File: src/rtl/insn_fetch_if.sv
// Fetch-controller bus bundle: instruction-memory read port plus decoder-facing
// instruction handshake.
interface insn_fetch_if #(
  parameter int LEN_INSN = 32,
  parameter int LEN_ADDR = 16
);
  logic                mem_req;
  logic [LEN_ADDR-1:0] mem_addr;
  logic                mem_ack;
  logic [LEN_INSN-1:0] mem_rdata;
  logic [LEN_INSN-1:0] insn_o;
  logic [LEN_ADDR-1:0] pc_o;
  logic                insn_valid;
  logic                insn_ready;

  modport master (
    output mem_req, mem_addr, insn_o, pc_o, insn_valid,
    input  mem_ack, mem_rdata, insn_ready
  );

  modport slave (
    input  mem_req, mem_addr, insn_o, pc_o, insn_valid,
    output mem_ack, mem_rdata, insn_ready
  );
endinterface

File: src/rtl/insn_fetch_ctrl.sv
// Single-outstanding instruction fetch controller: IDLE/FETCH/VALID FSM with
// redirect handling that lets an un-acked request finish before retargeting.
module insn_fetch_ctrl #(
  parameter int                  LEN_INSN = 32,
  parameter int                  LEN_ADDR = 16,
  parameter logic [LEN_ADDR-1:0] RESET_PC = '0
) (
  input  logic                clk,
  input  logic                rst,
  input  logic                run,
  input  logic                redirect,
  input  logic [LEN_ADDR-1:0] redirect_pc,
  output logic [15:0]         fetch_count,
  insn_fetch_if.master        bus
);

  typedef enum logic [1:0] {IDLE, FETCH, VALID} state_t;

  state_t              state, state_n;
  logic [LEN_ADDR-1:0] pc, pc_n;
  logic [LEN_ADDR-1:0] kaddr, kaddr_n;
  logic                kill, kill_n;
  logic [LEN_INSN-1:0] insn_q, insn_n;
  logic [LEN_ADDR-1:0] pc_q, pco_n;
  logic [15:0]         cnt, cnt_n;

  always_ff @(posedge clk or negedge rst) begin
    if (!rst) begin
      state  <= IDLE;
      pc     <= RESET_PC;
      kaddr  <= RESET_PC;
      kill   <= 1'b0;
      insn_q <= '0;
      pc_q   <= '0;
      cnt    <= '0;
    end else begin
      state  <= state_n;
      pc     <= pc_n;
      kaddr  <= kaddr_n;
      kill   <= kill_n;
      insn_q <= insn_n;
      pc_q   <= pco_n;
      cnt    <= cnt_n;
    end
  end

  always_comb begin
    state_n = state;
    pc_n    = pc;
    kaddr_n = kaddr;
    kill_n  = kill;
    insn_n  = insn_q;
    pco_n   = pc_q;
    cnt_n   = cnt;
    unique case (state)
      IDLE: begin
        if (redirect) pc_n = redirect_pc;
        if (run) state_n = FETCH;
      end
      FETCH: begin
        if (redirect) begin
          pc_n = redirect_pc;
          if (bus.mem_ack) begin
            kill_n  = 1'b0;
            state_n = run ? FETCH : IDLE;
          end else if (!kill) begin
            // park the in-flight address so the bus stays stable until the ack
            kill_n  = 1'b1;
            kaddr_n = pc;
          end
        end else if (bus.mem_ack) begin
          if (kill) begin
            kill_n  = 1'b0;
            state_n = run ? FETCH : IDLE;
          end else begin
            insn_n  = bus.mem_rdata;
            pco_n   = pc;
            pc_n    = pc + LEN_ADDR'(1);
            state_n = VALID;
          end
        end
      end
      VALID: begin
        if (redirect) begin
          pc_n    = redirect_pc;
          state_n = run ? FETCH : IDLE;
        end else if (bus.insn_ready) begin
          cnt_n   = cnt + 16'd1;
          state_n = run ? FETCH : IDLE;
        end
      end
      default: state_n = IDLE;
    endcase
  end

  assign bus.mem_req    = (state == FETCH);
  assign bus.mem_addr   = kill ? kaddr : pc;
  assign bus.insn_valid = (state == VALID);
  assign bus.insn_o     = insn_q;
  assign bus.pc_o       = pc_q;
  assign fetch_count    = cnt;

endmodule

File: src/flat_wrapper.sv
// flat-port wrapper written by rule: the top's interface ports become plain ports
module insn_fetch_ctrl_flat 
#(
  parameter int                  LEN_INSN = 32,
  parameter int                  LEN_ADDR = 16,
  parameter logic [LEN_ADDR-1:0] RESET_PC = '0
)
  (clk, rst, run, redirect, redirect_pc, fetch_count, bus_mem_req, bus_mem_addr, bus_insn_o, bus_pc_o, bus_insn_valid, bus_mem_ack, bus_mem_rdata, bus_insn_ready);
  insn_fetch_if #(.LEN_INSN(LEN_INSN), .LEN_ADDR(LEN_ADDR)) bus_i ();
  input  logic clk;
  input  logic rst;
  input  logic run;
  input  logic redirect;
  input  logic [LEN_ADDR-1:0] redirect_pc;
  output logic [15:0] fetch_count;
  output wire logic [$bits(bus_i.mem_req)-1:0] bus_mem_req;
  output wire logic [$bits(bus_i.mem_addr)-1:0] bus_mem_addr;
  output wire logic [$bits(bus_i.insn_o)-1:0] bus_insn_o;
  output wire logic [$bits(bus_i.pc_o)-1:0] bus_pc_o;
  output wire logic [$bits(bus_i.insn_valid)-1:0] bus_insn_valid;
  input wire logic [$bits(bus_i.mem_ack)-1:0] bus_mem_ack;
  input wire logic [$bits(bus_i.mem_rdata)-1:0] bus_mem_rdata;
  input wire logic [$bits(bus_i.insn_ready)-1:0] bus_insn_ready;
  assign bus_mem_req = bus_i.mem_req;
  assign bus_mem_addr = bus_i.mem_addr;
  assign bus_insn_o = bus_i.insn_o;
  assign bus_pc_o = bus_i.pc_o;
  assign bus_insn_valid = bus_i.insn_valid;
  assign bus_i.mem_ack = bus_mem_ack;
  assign bus_i.mem_rdata = bus_mem_rdata;
  assign bus_i.insn_ready = bus_insn_ready;
  insn_fetch_ctrl #(.LEN_INSN(LEN_INSN), .LEN_ADDR(LEN_ADDR), .RESET_PC(RESET_PC)) u_core (.clk(clk), .rst(rst), .run(run), .redirect(redirect), .redirect_pc(redirect_pc), .fetch_count(fetch_count), .bus(bus_i));
endmodule
File: config.mk
export PLATFORM = sky130hd
export DESIGN_NAME = insn_fetch_ctrl_flat
export DESIGN_NICKNAME = d
export VERILOG_FILES = /design/src/rtl/insn_fetch_if.sv /design/src/rtl/insn_fetch_ctrl.sv /design/src/flat_wrapper.sv
export SDC_FILE = /design/constraint.sdc
export NUM_CORES = 1
export LEC_CHECK = 0
export ABC_AREA = 1
export BUFFER_PORTS_ARGS = -buffer_cell sky130_fd_sc_hd__buf_2
export CELL_PAD_IN_SITES_DETAIL_PLACEMENT = 0
export CELL_PAD_IN_SITES_GLOBAL_PLACEMENT = 1
export CORE_ASPECT_RATIO = 1.1
export CORE_MARGIN = 5
export CORE_UTILIZATION = 40
export CTS_CLUSTER_DIAMETER = 100
export CTS_CLUSTER_SIZE = 10
export DETAILED_ROUTE_END_ITERATION = 8
export HOLD_SLACK_MARGIN = 0.02
export PLACE_DENSITY = 0.82
export SETUP_SLACK_MARGIN = 0.5
export SLEW_MARGIN = 20
export SYNTH_ARGS = -nofsm -noshare
export SYNTH_HDL_FRONTEND = slang
export SYNTH_SLANG_ARGS = --single-unit
File: constraint.sdc
create_clock -name clk -period 3.33 [get_ports clk]
set_input_delay 0.1665 -clock clk [delete_from_list [all_inputs] [get_ports clk]]
set_output_delay 0.1665 -clock clk [all_outputs]
set_load 0.02 [all_outputs]
==> metrics.txt, run 1 <==
# TYPE chip_impl_metric gauge
chip_impl_info{name="hold_path_class",value="primary input to register"} 1
chip_impl_metric{name="synthDominantCellAreaShare",unit="%"} 51.4
chip_impl_metric{name="globalplace.congestion",unit=""} 0.827
chip_impl_metric{name="syn_inst",unit=""} 624
chip_impl_metric{name="detailedRoute.firstIterationViolations",unit=""} 320
chip_impl_metric{name="post-route-worst-setup-slack",unit="ns"} 1.34
chip_impl_metric{name="routed_wirelength",unit="um"} 12300
chip_impl_metric{name="tns",unit="ns"} 0
chip_impl_metric{name="finalCritPeriodShare",unit="%"} 59.8
chip_impl_metric{name="synth_cell_types",unit=""} 27
chip_impl_metric{name="grt.total_usage",unit="%"} 17.2
chip_impl_metric{name="max_clock_freq",unit="GHz"} 0.502
chip_impl_metric{name="timing.critical_path.fanout_max",unit=""} 13
chip_impl_metric{name="report.final.hold_viol_count",unit=""} 0
chip_impl_metric{name="nNetsFinal",unit=""} 812
chip_impl_info{name="rsz_0062_raised_after_global_routing",value="false"} 1
chip_impl_info{name="yosys.cell_count.top_type",value="nand2_1"} 1
chip_impl_metric{name="max_slew.worst_pin.slew",unit="ns"} 0.797
chip_impl_metric{name="layout-area-overhead-vs-synth",unit="%"} 23.8
chip_impl_metric{name="critPathArrivalTime",unit="ns"} 2.22
chip_impl_info{name="yosysTopAreaCell",value="dfrtp_1"} 1
chip_impl_metric{name="total_power",unit="mW"} 5.45
chip_impl_metric{name="post_route_cells_drive_above_1_share",unit="%"} 22.6
chip_impl_metric{name="wire_length_of_the_first_global_routing_pass",unit="um"} 20000
chip_impl_metric{name="dieArea",unit="um^2"} 14300
chip_impl_metric{name="drt_pass1_iterations",unit=""} 5
chip_impl_metric{name="synth.yosys.seq_area_share",unit="%"} 51.4
chip_impl_metric{name="cts_inserted_buffers",unit=""} 9
chip_impl_info{name="criticalPathCategory",value="register to register"} 1
chip_impl_info{name="cts_root_buf",value="clkbuf_16"} 1
chip_impl_info{name="start_kind",value="register"} 1
chip_impl_metric{name="clk_latency",unit="ns"} 0.34
chip_impl_metric{name="wl_per_cell",unit="um"} 13.5
chip_impl_metric{name="synth_edf_count",unit=""} 0
chip_impl_metric{name="placedInstanceArea",unit="um^2"} 5640
chip_impl_metric{name="finalNonFillerCells",unit=""} 915
chip_impl_metric{name="dr_total_vias",unit=""} 4383
chip_impl_metric{name="initial_antenna_violation_count",unit=""} 0
chip_impl_metric{name="synth_nets",unit=""} 680
chip_impl_metric{name="multiInputGateArea",unit="um^2"} 1980
chip_impl_metric{name="placed_cells_incl_taps",unit=""} 898
chip_impl_metric{name="ant_nets",unit=""} 0
chip_impl_info{name="clock_tree_from_tritoncts",value="done"} 1
chip_impl_metric{name="async_reset_ff_share",unit="%"} 100
chip_impl_metric{name="syn_area",unit="um^2"} 4820
chip_impl_metric{name="inserted_diodes",unit=""} 0
chip_impl_info{name="rr_endpoint",value="u_core.fetch_count[7]"} 1
chip_impl_metric{name="core_area",unit="um^2"} 11900
chip_impl_metric{name="first_global_vias",unit=""} 4125
chip_impl_metric{name="postLayoutCellArea",unit="um^2"} 5960
chip_impl_info{name="top_cells_by_count_synth",value="nand2_1, dfrtp_1, o21ai_0, inv_1, nor2_1"} 1
chip_impl_metric{name="hold-path-cell-count",unit=""} 3
chip_impl_info{name="cpMaxStageDelayCell",value="inv_1"} 1
chip_impl_metric{name="cts.reportedPaths.clkPinSlew",unit="ns"} 0.07
chip_impl_metric{name="report.final.setup_viol",unit=""} 0
chip_impl_metric{name="route.detailed.drc",unit=""} 0
chip_impl_metric{name="r2r.worst_path.cells",unit=""} 6
chip_impl_metric{name="gr-total-overflow",unit=""} 0
chip_impl_metric{name="num_io_pins",unit=""} 136
chip_impl_info{name="outcome",value="complete, no violations"} 1
chip_impl_metric{name="fp.dieH",unit="um"} 125
chip_impl_info{name="crit-reg2reg-launch",value="u_core.state[0]"} 1
chip_impl_metric{name="vias_per_cell",unit=""} 4.79
chip_impl_metric{name="crit_path_max_incr_delay",unit="ns"} 0.45
chip_impl_info{name="timing.critical_path.max_delay_family",value="simple AND/OR/NAND/NOR gates"} 1
chip_impl_metric{name="grt_max_degree",unit=""} 74
chip_impl_metric{name="clockBufferDepth",unit=""} 2
chip_impl_metric{name="max-cap-violations",unit=""} 0
chip_impl_info{name="holdPathEnd",value="u_core.bus.insn_o[23]"} 1
chip_impl_metric{name="synth.yosys.warnings",unit=""} 0
chip_impl_metric{name="clock_skew",unit="ns"} 0.00525
chip_impl_metric{name="htree_num_levels",unit=""} 3
chip_impl_metric{name="portBuffers",unit=""} 135
chip_impl_info{name="timing.critical_path.cells",value="nor2_1 -> nand3_1 -> inv_1 -> nand3b_1 -> o21ai_0 -> nand2_1"} 1
chip_impl_metric{name="worst_r2r_setup_slack",unit="ns"} 1.34
chip_impl_metric{name="filler_cell_count",unit=""} 1192
chip_impl_metric{name="static-leakage-power",unit="nW"} 3.23
chip_impl_metric{name="cp.required",unit="ns"} 3.56
chip_impl_metric{name="half_perimeter_wire_length_after_detailed_placement",unit="um"} 9320
chip_impl_metric{name="area.sequential",unit="um^2"} 2480
chip_impl_metric{name="die_width",unit="um"} 115
chip_impl_metric{name="synth.ff_latch_count",unit=""} 99
chip_impl_metric{name="relSlewSlack",unit="%"} 46.7
chip_impl_metric{name="placementRows",unit=""} 42
chip_impl_metric{name="initial_utilization",unit="%"} 40.4
chip_impl_metric{name="worstSetupPathDepth",unit=""} 6
chip_impl_info{name="netlist_top_cells_area",value="dfrtp_1, nand2_1, o21ai_0"} 1
chip_impl_metric{name="p_per_area",unit="nW/um^2"} 914
chip_impl_metric{name="ir_worst_vdd",unit="V"} 0.000386
chip_impl_metric{name="syn-mean-instance-area",unit="um^2"} 7.72
chip_impl_info{name="synth-main-ff-cell",value="dfrtp_1"} 1
chip_impl_metric{name="fin_crit",unit="ns"} 1.99
chip_impl_metric{name="postCtsResizedCells",unit=""} 0
chip_impl_metric{name="timing.critical_path.buf_inv",unit=""} 1
chip_impl_info{name="worst_hold_startpoint",value="bus_mem_rdata[23]"} 1
chip_impl_info{name="crit_path_end_kind",value="register"} 1
chip_impl_metric{name="final_max_slew_viol_count",unit=""} 0
chip_impl_metric{name="place_ws",unit="ns"} 1.34
chip_impl_metric{name="cts.sinks",unit=""} 99
## what timing repair did
item,in CTS,in global routing
endpoints found under the setup margin,0,0
hold buffers,1,0
endpoints found under the hold margin,50,0
buffers inserted,0,0
## metal layers
metal	global-route usage (%)	up-vias	wire, um
li1	-	2218	-
met5	0	-	0
met1	23.2	2016	5620
met4	6.64	0	284
met2	28.0	124	5820
met3	2.22	25	625
## worst min-delay path, cell delays in order
cell	delay (ns)
buf_2	0.09
inv_1	0.04
o21ai_1	0.06
## cell families after synthesis
logic type / synth area share (%)
simple gates: 27.5
flops: 51.4
compound gates: 10.2
buf+inv: 7.59
xor+xnor: 2.73
fa+ha+maj: 0.520
## power by group
group          switching, mW  internal (mW)
combinational           1.62          0.733
sequential             0.334           1.68
clock                  0.440          0.641
total                   2.39           3.06
## sequential cells by signal, summed over array words and instances, names as in the netlist
register,flops
u_core.kill,1
u_core.state,2
u_core.kaddr,16
u_core.pc,16
u_core.bus.insn_o,32
u_core.bus.pc_o,16
u_core.fetch_count,16
## cell type report
cell class / instances / share of cell area [%]
Multi-Input combinational cell: 434 / 33.2
Clock inverter: 4 / 0.797
Timing Repair Buffer: 142 / 12.3
Clock buffer: 12 / 4.47
Sequential cell: 99 / 41.6
Inverter: 70 / 4.41
Tap cell: 154 / 3.23
## worst max path at each step
stage / from / to / slack (ns)
2_1_floorplan: u_core.state[0] / u_core.fetch_count[7] / 1.80
3_3_place_gp: u_core.state[0] / u_core.fetch_count[7] / 1.43
3_5_place_dp: u_core.state[0] / u_core.fetch_count[7] / 1.34
4_1_cts: u_core.state[0] / u_core.fetch_count[7] / 1.34
5_1_grt: u_core.state[0] / u_core.fetch_count[7] / 1.05
6_report: u_core.state[0] / u_core.fetch_count[7] / 1.34
## cell usage in the layout, fill, tap and decap left out, types with 3 or more instances in the layout
| master | netlist | routed |
|---|---|---|
| clkbuf_16 | 0 | 9 |
| o21ai_1 | 6 | 6 |
| nand3_1 | 33 | 33 |
| nor3_1 | 4 | 4 |
| nor2_1 | 37 | 37 |
| o211ai_1 | 3 | 3 |
| nand4_1 | 6 | 6 |
| inv_2 | 4 | 4 |
| xnor2_1 | 7 | 7 |
| buf_2 | 10 | 134 |
| a21oi_1 | 6 | 6 |
| dfrtp_1 | 99 | 99 |
| buf_4 | 1 | 7 |
| xor2_1 | 8 | 8 |
| inv_1 | 66 | 66 |
| o21ai_0 | 74 | 74 |
| clkbuf_8 | 0 | 3 |
| nand2_1 | 235 | 235 |
| or2_2 | 6 | 6 |
## metrics by stage
stage / hold WS [ns] / utilization (%)
detailed placement: 0.245 / 47.3
CTS: 0.0480 / 50.0
global placement: 0.236 / 47.3
finish: 0.0587 / 50.0
global route: 0.0607 / 50.0
floorplan: -0.129 / -
(Power assumes the default switching activity.)
==> run 2, diff against run 1 <==
--- a/config.mk
+++ b/config.mk
@@ -11,12 +11,12 @@
 export CELL_PAD_IN_SITES_GLOBAL_PLACEMENT = 1
 export CORE_ASPECT_RATIO = 1.1
 export CORE_MARGIN = 5
-export CORE_UTILIZATION = 40
+export CORE_UTILIZATION = 37
 export CTS_CLUSTER_DIAMETER = 100
 export CTS_CLUSTER_SIZE = 10
 export DETAILED_ROUTE_END_ITERATION = 8
 export HOLD_SLACK_MARGIN = 0.02
-export PLACE_DENSITY = 0.82
+export PLACE_DENSITY = 0.76
 export SETUP_SLACK_MARGIN = 0.5
 export SLEW_MARGIN = 20
 export SYNTH_ARGS = -nofsm -noshare
==> constraint.sdc (replaced) <==
create_clock -name clk -period 2 [get_ports clk]
set_input_delay 0.1 -clock clk [delete_from_list [all_inputs] [get_ports clk]]
set_output_delay 0.1 -clock clk [all_outputs]
set_load 0.02 [all_outputs]
==> run 2 against run 1 <==
  * Utilization up 0.91 points
  * Count of clock-buffer cells in the layout unchanged
  * Clock skew about the same
  * Flip-flop and latch count unchanged
  * Largest power group unchanged
==> metrics.txt, run 2 (synthesized netlist as in run 1, its figures left out) <==
# TYPE chip_impl_metric gauge
chip_impl_metric{name="globalplace.congestion",unit=""} 0.893
chip_impl_metric{name="wire_length_of_the_first_global_routing_pass",unit="um"} 22200
chip_impl_metric{name="power.switching",unit="mW"} 4.11
chip_impl_metric{name="logic_gate_share_of_total_power",unit="%"} 45.2
chip_impl_metric{name="half_perimeter_wire_length_after_detailed_placement",unit="um"} 9580
chip_impl_metric{name="num_io_pins",unit=""} 136
chip_impl_metric{name="relSlewSlack",unit="%"} 76.1
chip_impl_info{name="criticalPathCategory",value="register to output port"} 1
chip_impl_metric{name="area.sequential",unit="um^2"} 2480
chip_impl_info{name="timing.critical_path.max_delay_family",value="flip-flops"} 1
chip_impl_metric{name="sequentialPowerShare",unit="%"} 35.8
chip_impl_metric{name="filler_cell_count",unit=""} 1234
chip_impl_metric{name="ant_nets",unit=""} 0
chip_impl_info{name="start_kind",value="register"} 1
chip_impl_metric{name="multiInputGateArea",unit="um^2"} 2040
chip_impl_info{name="hold_path_class",value="primary input to register"} 1
chip_impl_metric{name="clockPowerShare",unit="%"} 19.0
chip_impl_metric{name="layout-area-overhead-vs-synth",unit="%"} 34.2
chip_impl_metric{name="wl_per_cell",unit="um"} 14.0
chip_impl_metric{name="clk_latency",unit="ns"} 0.35
chip_impl_metric{name="initial_utilization",unit="%"} 37.9
chip_impl_metric{name="grt.total_usage",unit="%"} 17.9
chip_impl_metric{name="finalCritPeriodShare",unit="%"} 73.1
chip_impl_info{name="clock_tree_from_tritoncts",value="done"} 1
chip_impl_metric{name="cts.sinks",unit=""} 99
chip_impl_metric{name="timing.critical_path.fanout_max",unit=""} 16
chip_impl_metric{name="core_area",unit="um^2"} 12700
chip_impl_metric{name="fp.dieH",unit="um"} 130
chip_impl_info{name="cts_root_buf",value="clkbuf_16"} 1
chip_impl_metric{name="tns",unit="ns"} 0
chip_impl_metric{name="route.detailed.drc",unit=""} 0
chip_impl_metric{name="max-cap-violations",unit=""} 0
chip_impl_info{name="timing.critical_path.cells",value="buf_6 -> o21ai_1 -> buf_4"} 1
chip_impl_info{name="outcome",value="complete, no violations"} 1
chip_impl_metric{name="max_clock_freq",unit="GHz"} 0.684
chip_impl_metric{name="drt_pass1_iterations",unit=""} 5
chip_impl_metric{name="dieArea",unit="um^2"} 15400
chip_impl_metric{name="gr-total-overflow",unit=""} 0
chip_impl_metric{name="fin_crit",unit="ns"} 1.46
chip_impl_metric{name="power.internal",unit="mW"} 5.32
chip_impl_metric{name="critPathArrivalTime",unit="ns"} 1.36
chip_impl_metric{name="detailedRoute.firstIterationViolations",unit=""} 337
chip_impl_metric{name="p_per_area",unit="nW/um^2"} 1460
chip_impl_metric{name="final_max_slew_viol_count",unit=""} 0
chip_impl_metric{name="grt_max_degree",unit=""} 67
chip_impl_info{name="mostFrequentLayoutCell",value="nand2_1"} 1
chip_impl_metric{name="cts_inserted_buffers",unit=""} 9
chip_impl_metric{name="first_global_vias",unit=""} 4448
chip_impl_metric{name="clock_skew",unit="ns"} 0.00565
chip_impl_metric{name="nNetsFinal",unit=""} 851
chip_impl_metric{name="htree_num_levels",unit=""} 3
chip_impl_info{name="crit_path_end_kind",value="output port"} 1
chip_impl_metric{name="placementRows",unit=""} 43
chip_impl_info{name="layout_common_cells",value="nand2_1, buf_2, dfrtp_1"} 1
chip_impl_metric{name="cts.reportedPaths.clkPinSlew",unit="ns"} 0.07
chip_impl_metric{name="routed_wirelength",unit="um"} 13400
chip_impl_metric{name="postLayoutCellArea",unit="um^2"} 6460
chip_impl_metric{name="placed_cells_incl_taps",unit=""} 906
chip_impl_metric{name="dr_total_vias",unit=""} 4584
chip_impl_metric{name="placedInstanceArea",unit="um^2"} 5690
chip_impl_info{name="cpMaxStageDelayCell",value="dfrtp_1"} 1
chip_impl_metric{name="largest_reg_flops",unit=""} 32
chip_impl_metric{name="switching_share",unit="%"} 43.6
chip_impl_metric{name="report.final.setup_viol",unit=""} 0
chip_impl_metric{name="die_width",unit="um"} 119
chip_impl_info{name="rsz_0062_raised_after_global_routing",value="true"} 1
chip_impl_metric{name="place_ws",unit="ns"} 0.451
chip_impl_metric{name="ir_worst_vdd",unit="V"} 0.000579
chip_impl_metric{name="inserted_diodes",unit=""} 0
chip_impl_metric{name="static-leakage-power",unit="nW"} 3.43
chip_impl_metric{name="clockBufferDepth",unit=""} 2
chip_impl_metric{name="crit_path_max_incr_delay",unit="ns"} 0.43
chip_impl_metric{name="post-route-util",unit="%"} 50.9
chip_impl_metric{name="initial_antenna_violation_count",unit=""} 0
chip_impl_metric{name="post_route_cells_drive_above_1_share",unit="%"} 24.3
chip_impl_metric{name="portBuffers",unit=""} 135
chip_impl_metric{name="vias_per_cell",unit=""} 4.79
chip_impl_metric{name="post-route-worst-setup-slack",unit="ns"} 0.538
chip_impl_metric{name="timing.critical_path.buf_inv",unit=""} 2
chip_impl_metric{name="max_slew.worst_pin.slew",unit="ns"} 0.358
chip_impl_metric{name="cp.required",unit="ns"} 1.90
chip_impl_metric{name="finalNonFillerCells",unit=""} 957
chip_impl_metric{name="report.final.hold_viol_count",unit=""} 0
run 2: cell types whose count changed in the layout (fill, tap and decap cells not counted), moves of 3 or more:
cell / change
dlygate4sd3_1: +30
o21ai_0: -16
o21ai_1: +14
buf_4: +8
nor2_1: -8
buf_2: -6
nor2_2: +5
buf_12: +3
nor2_4: +3
run 2: through the flow:
step	hold slack (ns)	total power, mW
after floorplan	-0.196	5.92
after global placement	0.0415	7.26
after detailed placement	0.0380	7.33
after CTS	0.0224	9.25
after global routing	0.0301	10.1
final	0.0272	9.42
run 2: layout make-up:
cell class,instances,area share [%]
Sequential cell,99,38.3
Multi-Input combinational cell,434,31.6
Timing Repair Buffer,181,18.2
Inverter,70,4.11
Clock buffer,12,3.97
Tap cell,157,3.04
Clock inverter,4,0.755
run 2: metal layers:
metal	vias up	track usage (%)	share of wire, %
li1	2302	-	-
met1	2133	23.0	45
met2	129	29.8	48
met3	20	3.32	5.0
met4	0	7.50	2.2
met5	-	0	0
run 2: worst register-to-register path, delay by kind of cell, from the launching register on:
| kind | cells | cell delay, ns |
|---|---|---|
| AND/OR/NAND/NOR | 2 | 0.21 |
| buffers and inverters | 2 | 0.30 |
| AO/OA/AOI/OAI | 2 | 0.39 |
| flip-flops | 1 | 0.42 |
run 2: repair_timing:
action / 4_1_cts / 5_1_grt
gates resized for setup: 17 / 35
setup buffers: 0 / 3
cloned: 0 / 1
endpoints found under the setup margin: 52 / 55
hold buffers: 31 / 0
endpoints found under the hold margin: 73 / 0
pin swaps: 0 / 1
run 2: path summary, 6_finish.rpt:
path	from	depth (start not counted)	slack (ns)	endpoint
hold / removal	bus_mem_rdata[28]	3	0.03	u_core.bus.insn_o[28]
setup reg to reg	u_core.kill	6	0.57	u_core.pc[3]
hold reg to reg	u_core.kaddr[6]	2	0.47	u_core.kaddr[6]
max in group asynchronous	rst	3	1.19	u_core.fetch_count[14]
setup / recovery	u_core.kill	3	0.54	bus_mem_addr[7]
min in group asynchronous	rst	2	0.19	u_core.bus.insn_o[20]
run 2: power groups by stage:
stage	clock (mW)	combinational [mW]	sequential, mW
2_1_floorplan	0	2.03	3.89
5_1_grt	1.92	4.73	3.48
3_5_place_dp	0	3.95	3.38
6_report	1.79	4.26	3.37
3_3_place_gp	0	3.90	3.37
4_1_cts	1.84	4.06	3.35
